File: src/rtl/pt_frame_sched_if.sv
// Byte-stream / encoder handshake bundle for pt_frame_sched.
// master drives the UART byte strobes and encoder done; slave is the sequencer.
interface pt_frame_sched_if #(
  parameter int unsigned CNT_W = 16
);
  logic             byte_valid;
  logic [7:0]       byte_in;
  logic             abort;
  logic             enc_done;
  logic             byte_ready;
  logic             enc_run;
  logic [23:0]      enc_payload;
  logic             busy;
  logic             overrun;
  logic             timeout;
  logic [CNT_W-1:0] frames_sent;

  modport master (
    output byte_valid, byte_in, abort, enc_done,
    input  byte_ready, enc_run, enc_payload, busy, overrun, timeout, frames_sent
  );

  modport slave (
    input  byte_valid, byte_in, abort, enc_done,
    output byte_ready, enc_run, enc_payload, busy, overrun, timeout, frames_sent
  );
endinterface

File: src/rtl/pt_frame_sched.sv
// Collects 3 UART bytes into a 24-bit PT2262 word and holds pt_enc running for REPEAT words.
// Optional inter-byte timeout is built only when PT_SCHED_TIMEOUT_EN is defined.
module pt_frame_sched #(
  parameter int unsigned REPEAT         = 6,
  parameter int unsigned TIMEOUT_CYCLES = 2000,
  parameter int unsigned CNT_W          = 16
) (
  input  logic             clk,
  input  logic             rst,
  pt_frame_sched_if.slave  bus
);

  if (REPEAT < 1 || REPEAT > 255) begin : g_bad_repeat
    $error("pt_frame_sched: REPEAT must be within 1..255");
  end
  if (TIMEOUT_CYCLES < 2) begin : g_bad_timeout
    $error("pt_frame_sched: TIMEOUT_CYCLES must be at least 2");
  end

  typedef enum logic {COLLECT = 1'b0, SEND = 1'b1} state_t;

  state_t           r_state;
  logic [1:0]       r_byte_idx;
  logic [7:0]       r_rep_cnt;
  logic [15:0]      r_hi;
  logic [23:0]      r_payload;
  logic             r_enc_run;
  logic             r_busy;
  logic             r_byte_ready;
  logic             r_overrun;
  logic [CNT_W-1:0] r_frames;

  logic             w_accept;
  logic             w_to_fire;
  logic [1:0]       w_idx_eff;

  assign w_accept  = (r_state == COLLECT) && bus.byte_valid && r_byte_ready && !bus.abort;
  // A timeout in the same cycle as a byte restarts the frame with that byte as byte 0.
  assign w_idx_eff = w_to_fire ? 2'd0 : r_byte_idx;

  always_ff @(posedge clk) begin
    if (rst) begin
      r_state      <= COLLECT;
      r_byte_idx   <= '0;
      r_rep_cnt    <= '0;
      r_hi         <= '0;
      r_payload    <= '0;
      r_enc_run    <= 1'b0;
      r_busy       <= 1'b0;
      r_byte_ready <= 1'b0;
      r_overrun    <= 1'b0;
      r_frames     <= '0;
    end else begin
      r_overrun <= bus.byte_valid && !r_byte_ready && !bus.abort;
      case (r_state)
        COLLECT: begin
          r_byte_ready <= 1'b1;
          if (bus.abort) begin
            r_byte_idx <= '0;
          end else if (w_accept) begin
            case (w_idx_eff)
              2'd0: begin
                r_hi[15:8] <= bus.byte_in;
                r_byte_idx <= 2'd1;
              end
              2'd1: begin
                r_hi[7:0]  <= bus.byte_in;
                r_byte_idx <= 2'd2;
              end
              default: begin
                r_payload    <= {r_hi, bus.byte_in};
                r_rep_cnt    <= '0;
                r_byte_idx   <= '0;
                r_state      <= SEND;
                r_byte_ready <= 1'b0;
                r_enc_run    <= 1'b1;
                r_busy       <= 1'b1;
              end
            endcase
          end else begin
            r_byte_idx <= w_idx_eff;
          end
        end
        SEND: begin
          if (bus.abort) begin
            r_state      <= COLLECT;
            r_enc_run    <= 1'b0;
            r_busy       <= 1'b0;
            r_byte_ready <= 1'b1;
            r_byte_idx   <= '0;
          end else if (bus.enc_done) begin
            if (r_rep_cnt == 8'(REPEAT - 1)) begin
              r_state      <= COLLECT;
              r_enc_run    <= 1'b0;
              r_busy       <= 1'b0;
              r_byte_ready <= 1'b1;
              r_byte_idx   <= '0;
              r_frames     <= r_frames + 1'b1;
            end else begin
              r_rep_cnt <= r_rep_cnt + 8'd1;
            end
          end
        end
      endcase
    end
  end

`ifdef PT_SCHED_TIMEOUT_EN
  localparam int unsigned IDLE_W = $clog2(TIMEOUT_CYCLES);

  logic [IDLE_W-1:0] r_idle;
  logic              r_timeout;

  // Fires on the edge where the idle count would reach TIMEOUT_CYCLES-1.
  assign w_to_fire = (r_state == COLLECT) && (r_byte_idx != 2'd0) && !bus.abort &&
                     (r_idle == IDLE_W'(TIMEOUT_CYCLES - 2));

  always_ff @(posedge clk) begin
    if (rst) begin
      r_idle    <= '0;
      r_timeout <= 1'b0;
    end else begin
      r_timeout <= w_to_fire;
      if ((r_state != COLLECT) || bus.abort || w_accept || w_to_fire || (r_byte_idx == 2'd0))
        r_idle <= '0;
      else
        r_idle <= r_idle + 1'b1;
    end
  end

  assign bus.timeout = r_timeout;
`else
  assign w_to_fire   = 1'b0;
  assign bus.timeout = 1'b0;
`endif

  assign bus.byte_ready  = r_byte_ready;
  assign bus.enc_run     = r_enc_run;
  assign bus.enc_payload = r_payload;
  assign bus.busy        = r_busy;
  assign bus.overrun     = r_overrun;
  assign bus.frames_sent = r_frames;

endmodule

File: src/flat_wrapper.sv
// flat-port wrapper written by rule: the top's interface ports become plain ports
module pt_frame_sched_flat 
#(
  parameter int unsigned REPEAT         = 6,
  parameter int unsigned TIMEOUT_CYCLES = 2000,
  parameter int unsigned CNT_W          = 16
)
  (clk, rst, bus_byte_valid, bus_byte_in, bus_abort, bus_enc_done, bus_byte_ready, bus_enc_run, bus_enc_payload, bus_busy, bus_overrun, bus_timeout, bus_frames_sent);
  pt_frame_sched_if #(.CNT_W(CNT_W)) bus_i ();
  input  logic clk;
  input  logic rst;
  input wire logic [$bits(bus_i.byte_valid)-1:0] bus_byte_valid;
  input wire logic [$bits(bus_i.byte_in)-1:0] bus_byte_in;
  input wire logic [$bits(bus_i.abort)-1:0] bus_abort;
  input wire logic [$bits(bus_i.enc_done)-1:0] bus_enc_done;
  output wire logic [$bits(bus_i.byte_ready)-1:0] bus_byte_ready;
  output wire logic [$bits(bus_i.enc_run)-1:0] bus_enc_run;
  output wire logic [$bits(bus_i.enc_payload)-1:0] bus_enc_payload;
  output wire logic [$bits(bus_i.busy)-1:0] bus_busy;
  output wire logic [$bits(bus_i.overrun)-1:0] bus_overrun;
  output wire logic [$bits(bus_i.timeout)-1:0] bus_timeout;
  output wire logic [$bits(bus_i.frames_sent)-1:0] bus_frames_sent;
  assign bus_i.byte_valid = bus_byte_valid;
  assign bus_i.byte_in = bus_byte_in;
  assign bus_i.abort = bus_abort;
  assign bus_i.enc_done = bus_enc_done;
  assign bus_byte_ready = bus_i.byte_ready;
  assign bus_enc_run = bus_i.enc_run;
  assign bus_enc_payload = bus_i.enc_payload;
  assign bus_busy = bus_i.busy;
  assign bus_overrun = bus_i.overrun;
  assign bus_timeout = bus_i.timeout;
  assign bus_frames_sent = bus_i.frames_sent;
  pt_frame_sched #(.REPEAT(REPEAT), .TIMEOUT_CYCLES(TIMEOUT_CYCLES), .CNT_W(CNT_W)) u_core (.clk(clk), .rst(rst), .bus(bus_i));
endmodule
File: config.mk
export PLATFORM = sky130hd
export DESIGN_NAME = pt_frame_sched_flat
export DESIGN_NICKNAME = d
export VERILOG_FILES = /design/src/rtl/pt_frame_sched_if.sv /design/src/rtl/pt_frame_sched.sv /design/src/flat_wrapper.sv
export SDC_FILE = /design/constraint.sdc
export NUM_CORES = 1
export LEC_CHECK = 0
export ABC_CLOCK_PERIOD_IN_PS = 2700
export CAP_MARGIN = 25
export CELL_PAD_IN_SITES_DETAIL_PLACEMENT = 0
export CELL_PAD_IN_SITES_GLOBAL_PLACEMENT = 2
export CORE_UTILIZATION = 30
export CTS_CLUSTER_DIAMETER = 100
export DETAILED_ROUTE_END_ITERATION = 16
export PLACE_DENSITY_LB_ADDON = 0.05
export REMOVE_ABC_BUFFERS = 1
export SYNTH_ARGS = -nofsm -noshare
export SYNTH_HDL_FRONTEND = slang
export SYNTH_SLANG_ARGS = --single-unit
File: constraint.sdc
create_clock -name clk -period 2.7 [get_ports clk]
set_clock_uncertainty 0.05 [all_clocks]
set_input_delay 0.27 -clock clk [delete_from_list [all_inputs] [get_ports clk]]
set_output_delay 0.27 -clock clk [all_outputs]
set_load 0.02 [all_outputs]
==> results of run 1 <==
==> final cells by class <==
type	count	area [um2]	area share, %
multi-input cells	225	1350	35.7
clock buffers	10	138	3.64
flip-flops and latches	70	1400	37.0
inverters	7	26.3	0.694
clock inverters	5	83.8	2.21
repair buffers	65	623	16.5
well taps	129	161	4.26
==> worst max-delay path, stage by stage, from the launching register on <==
cell and delay, ns:
dfxtp_1 0.40, ha_1 0.17, nor4b_4 0.42, nand4_2 0.36
or4_1 0.56, a21oi_1 0.15
==> cell usage in the layout (no fill, tap or decap), types with 3 or more instances in the layout <==
cell              n
mux2_2            3
nor3_1            3
nand4_1           8
clkbuf_8         10
nand2b_1          4
nand2_1          52
nor2_1           24
clkdlybuf4s50_1  55
or3_1             3
a21oi_1          40
ha_1              3
and3_1            5
dfxtp_1          70
xor2_1            4
o31ai_1           8
mux2i_1          17
inv_1             7
o21ai_0           6
or4_1             7
buf_4             9
nand3_1           8
==> through the flow <==
stage / util, % / std cells / total power, W
after global routing: 41.0 / 511 / 0.00215
after CTS: 41.0 / 511 / 0.00210
after global placement: 38.6 / 496 / 0.00114
after floorplan: - / 302 / 0.00109
after detailed placement: 38.6 / 496 / 0.00114
final: 41.0 / 511 / 0.00206
==> kinds of logic after synthesis <==
| family | count (synthesis) | synth area share (%) |
|---|---|---|
| other cells | 1 | 0.131 |
| buf+inv | 28 | 4.28 |
| fa+ha+maj | 3 | 1.31 |
| mux | 20 | 7.11 |
| flops | 70 | 48.9 |
| xor+xnor | 5 | 1.53 |
| simple gates | 133 | 24.0 |
| compound gates | 63 | 12.7 |
==> layer usage <==
layer | part of all wire (%) | wire, um | vias to the layer above | GRT usage [%]
met4 | 1.5 | 99 | 0 | 6.79
met3 | 4.4 | 297 | 11 | 3.76
met2 | 43 | 2910 | 56 | 21.3
met1 | 51 | 3390 | 1129 | 20.0
li1 | - | - | 1244 | -
met5 | 0 | 0 | - | 0
==> power by group through the flow <==
stage          clock network, W   logic, W  registers (W)
4_1_cts                0.000988  0.0000728        0.00104
3_5_place_dp                  0  0.0000724        0.00107
3_3_place_gp                  0  0.0000731        0.00107
2_1_floorplan                 0  0.0000198        0.00107
6_report               0.000948  0.0000712        0.00104
5_1_grt                 0.00103  0.0000792        0.00104
==> state kept, by name, summed over array words and instances (netlist names) <==
register                cells
u_core.bus.byte_ready       1
u_core.bus.enc_payload     24
u_core.r_hi                16
u_core.r_state              1
u_core.r_rep_cnt            8
u_core.bus.enc_run          1
u_core.bus.overrun          1
u_core.r_byte_idx           2
u_core.bus.frames_sent     16
==> how the worst max path moves through the flow <==
stage               depth (start not counted)                    endpoint  slack [ns]             startpoint
global route                                5  u_core.bus.frames_sent[15]        0.24    u_core.r_rep_cnt[0]
global placement                            5  u_core.bus.frames_sent[13]        0.49              bus_abort
floorplan                                   4             u_core.r_hi[10]        0.63  u_core.bus.byte_ready
finish                                      5  u_core.bus.frames_sent[15]        0.52    u_core.r_rep_cnt[0]
detailed placement                          5  u_core.bus.frames_sent[15]        0.48              bus_abort
CTS                                         5  u_core.bus.frames_sent[15]        0.51    u_core.r_rep_cnt[0]
==> results.cfg, run 1 <==
[timing]
fin_crit_sh_pct = 80.8
whs_ns = 0.314
tns_ns = 0
setup_violations = 0
fmax_ghz = 0.458
maxSlewHeadroom_pct = 62.7
drv_slew = 0
hold_viol = 0
layout_setup_ws_ns = 0.517
rsz0062_at_grt = no
period_minus_slack_ns = 2.18
worst_pin_slew_ns = 0.554

[finish]
final_net_count = 394
syn_to_final_growth_pct = 32.0
diodes = 0
drive_gt1_share_pct = 9.69
design_area_mm2 = 0.00378
fillers = 956

[clock_tree]
cts_resized = 0
path_clk_slew_ns = 0.08
cts_hold_buf = 0
clockBufferDepth = 2
cts.htree.levels = 3
cts_made_buffers = 9
root_buffer = clkbuf_8
postCtsSetupBuffers = 0
cts.sink_count = 70
cts_tree = yes
clk_latency_ns = 0.34

[power_and_ir_drop]
seqPwrFrac_pct = 50.6
power.switching_w = 0.000451
irDropWorstVdd_mv = 0.214
p_sw_share_pct = 21.9
power.share.clock_pct = 46.0
leakagePower_nw = 1.34
p_per_area_mw_per_mm2 = 545
p_int_w = 0.00161
p_comb_share_pct = 3.5

[routing]
antenna_left = 0
viasPerCell = 4.77
drc_errors = 0
dr.first_iter.drc_count = 48
dr.pass1.iters = 5
wl_per_cell_um = 13.1
wl_mm = 6.69
via_count = 2440

[worst_setup_path]
cp_max_fo = 13
r2r-start = u_core.r_rep_cnt[0]
required_ns = 2.93
startpoint_type = flip-flop
r2r-end = u_core.bus.frames_sent[15]
rr_worst_depth = 5
r2r_slack_ns = 0.52
crit_path_end_kind = flip-flop
worst-setup-path-type = reg2reg
cp.arrival_ns = 2.41

[placement]
place_area_mm2 = 0.00356
dp_hpwl_mm = 4.46
portBuffers = 56
gp_congestion = 0.699
post-place-ws_ns = 0.475

[yosys]
synthTopCellsByArea = dfxtp_1 (49%), a21oi_1 (7.0%), nand2_1 (6.8%)
synth_edf_count = 0
synth.largest_area_cell = dfxtp_1
synthCells = 323
ys_seq_area_share_pct = 48.9
synth_area_mm2 = 0.00287
yosys_warnings = 0
synth_seq_cells = 70
synth_flop_cell = dfxtp_1
synthTopCellsByCount = dfxtp_1 (70), nand2_1 (52), a21oi_1 (40)
yosys.area.top_type_share_pct = 48.9
syn_avg_cell_area_um2 = 8.88
synth_cell_type_count = 46
async_flop_share_pct = 0
synth.most_common_cell = dfxtp_1

[floorplanning]
start_util_pct = 31.0
die_area_mm2 = 0.00995
io_pins = 58
num_rows = 35
core_area_mm2 = 0.00924
die_h_um = 99.8
die_w_um = 99.8

[global_routing]
antenna_found_initial = 0
grt_usage_pct = 14.6
grt_pass1_wl_mm = 11.4
grt_pass1_vias = 2234
grt_max_degree = 26
grt_overflow = 0

[hold_path]
worstHoldStart = rst
min_path_type = in2reg
hold_end = u_core.r_hi[10]
holdPathStages = 2

[run]
cap_violations = 0

[status]
status = finished clean
Note: power is estimated with default switching activity, not from simulation.
==> inputs of run 2 (changes only) <==
--- a/config.mk
+++ b/config.mk
@@ -5,7 +5,7 @@
 export SDC_FILE = /design/constraint.sdc
 export NUM_CORES = 1
 export LEC_CHECK = 0
-export ABC_CLOCK_PERIOD_IN_PS = 2700
+export ABC_CLOCK_PERIOD_IN_PS = 2300
 export CAP_MARGIN = 25
 export CELL_PAD_IN_SITES_DETAIL_PLACEMENT = 0
 export CELL_PAD_IN_SITES_GLOBAL_PLACEMENT = 2
==> constraint.sdc (replaced) <==
create_clock -name clk -period 2.3 [get_ports clk]
set_clock_uncertainty 0.05 [all_clocks]
set_input_delay 0.23 -clock clk [delete_from_list [all_inputs] [get_ports clk]]
set_output_delay 0.23 -clock clk [all_outputs]
set_load 0.02 [all_outputs]
==> run 2 against run 1 <==
  * Sequential share of layout area decreased by 0.46 points
  * Critical path type unchanged
  * Largest power group unchanged
  * Non-clock buffer count is 6 higher
  * Sequential cell count is the same
  * Utilization up 0.51 points
  * Sequential power is 17% higher
  * Wire length grew 3.4%
  * Via count up 1.1%
  * Combinational power up 20%
  * Highest routed layer unchanged
  * Clock power up 16%
  * Fmax increased by 13%
  * Final area increased by 1.3%
  * Power increased by 17%
==> results.cfg, run 2 (same netlist as run 1, synthesis figures left out) <==
[status]
status = finished clean

[power_and_ir_drop]
power.switching_w = 0.000539
p_sw_share_pct = 22.4
p_per_area_mw_per_mm2 = 628
leakagePower_nw = 1.36
power.share.clock_pct = 45.6
p_comb_share_pct = 3.5
seqPwrFrac_pct = 50.9
p_int_w = 0.00187
finalPower_w = 0.00241
irDropWorstVdd_mv = 0.240

[timing]
rsz0062_at_grt = no
hold_viol = 0
fmax_ghz = 0.515
layout_setup_ws_ns = 0.360
period_minus_slack_ns = 1.94
tns_ns = 0
setup_violations = 0
drv_slew = 0
fin_crit_sh_pct = 84.4

[routing]
wl_per_cell_um = 13.4
wl_mm = 6.92
dr.first_iter.drc_count = 58
viasPerCell = 4.77
drc_errors = 0
dr.pass1.iters = 4
antenna_left = 0
via_count = 2468

[finish]
largest_register_ffs = 24
final_util_pct = 41.5
regArea_mm2 = 0.00140
multi_input_area_mm2 = 0.00135
syn_to_final_growth_pct = 33.6
layout.cells.most_common_list = dfxtp_1 (70), clkdlybuf4s50_1 (55), nand2_1 (52)
fillers = 955
final_net_count = 400
drive_gt1_share_pct = 10.8
diodes = 0
final_common_cell = dfxtp_1

[clock_tree]
clk_latency_ns = 0.34
root_buffer = clkbuf_8
cts_tree = yes
cts.sink_count = 70
path_clk_slew_ns = 0.08
cts.htree.levels = 3
clockBufferDepth = 2
cts_made_buffers = 9

[worst_setup_path]
worst-setup-path-type = reg2reg
slowest_stage = or4_1
cp_max_fo = 10
crit_path_end_kind = flip-flop
path_cells = ha_1 -> nor4b_4 -> buf_4 -> nand4_2 -> or4_1 -> a21oi_1
required_ns = 2.53
cpPeakStageDelay_ns = 0.54
startpoint_type = flip-flop
cp.arrival_ns = 2.17
crit_start = u_core.r_rep_cnt[0]
r2r-start = u_core.r_rep_cnt[0]

[floorplanning]
die_h_um = 99.8
die_w_um = 99.8
num_rows = 35
core_area_mm2 = 0.00924
die_area_mm2 = 0.00995
io_pins = 58
start_util_pct = 31.0

[global_routing]
grt_use_met2_pct = 23.3
antenna_found_initial = 0
grt_pass1_wl_mm = 11.8
grt_overflow = 0
grt_max_degree = 25
grt_use_met1_pct = 19.9
grt_usage_pct = 15.1
busiest_layer = met2
grt_pass1_vias = 2361
grt_use_met3_pct = 3.90

[hold_path]
min_path_type = in2reg
worstHoldStart = rst

[run]
cap_violations = 0

[placement]
gp_congestion = 0.786
portBuffers = 56
post-place-ws_ns = 0.183
dp_hpwl_mm = 4.58
## run 2: worst max-delay path, delay by kind of cell (launching register included)
| kind | cells | cell delay, ns |
|---|---|---|
| and+or+nand+nor | 3 | 0.94 |
| adders and majority gates | 1 | 0.17 |
| buffers and inverters | 1 | 0.19 |
| DFF | 1 | 0.40 |
| AOI/OAI and AO/OA | 1 | 0.14 |
## run 2: metal layers
metal	vias up	wire (um)
met5	-	0
met4	0	117
met3	9	300
met2	53	3050
met1	1159	3450
li1	1247	-
## run 2: power by group through the flow
stage | Combinational [W] | Clock, W | Sequential, W
6_report | 0.0000853 | 0.00110 | 0.00122
2_1_floorplan | 0.0000232 | 0 | 0.00125
5_1_grt | 0.0000942 | 0.00119 | 0.00122
3_3_place_gp | 0.0000875 | 0 | 0.00125
4_1_cts | 0.0000869 | 0.00113 | 0.00122
3_5_place_dp | 0.0000866 | 0 | 0.00125
## run 2: area by class of cell
class	count	share of cell area, %
Inverter	7	0.686
Sequential cell	70	36.6
Clock buffer	10	3.33
Clock inverter	5	2.19
Timing Repair Buffer	71	17.8
Multi-Input combinational cell	225	35.3
Tap cell	129	4.21
## run 2: stage by stage
step / area (um2) / std cells / hold WS, ns
after CTS: 3820 / 515 / 0.213
after detailed placement: 3610 / 500 / 0.396
after global routing: 3830 / 517 / 0.221
final: 3830 / 517 / 0.221
after floorplan: 2770 / 302 / 0.249
after global placement: 3610 / 500 / 0.392
## run 2: path summary, 6_finish.rpt
path                                              endpoint  slack (ns)  cells past startpoint
worst max-delay path            u_core.bus.frames_sent[11]        0.36                      6
worst min-delay path                       u_core.r_hi[13]        0.22                      2
worst max register to register  u_core.bus.frames_sent[11]        0.36                      6
worst min register to register  u_core.bus.enc_payload[22]        0.40                      2
## run 2: repair_timing
action	CTS	global route
setup endpoints to repair	0	5
hold buffers	0	0
setup buffers	0	2
resized for setup	0	0
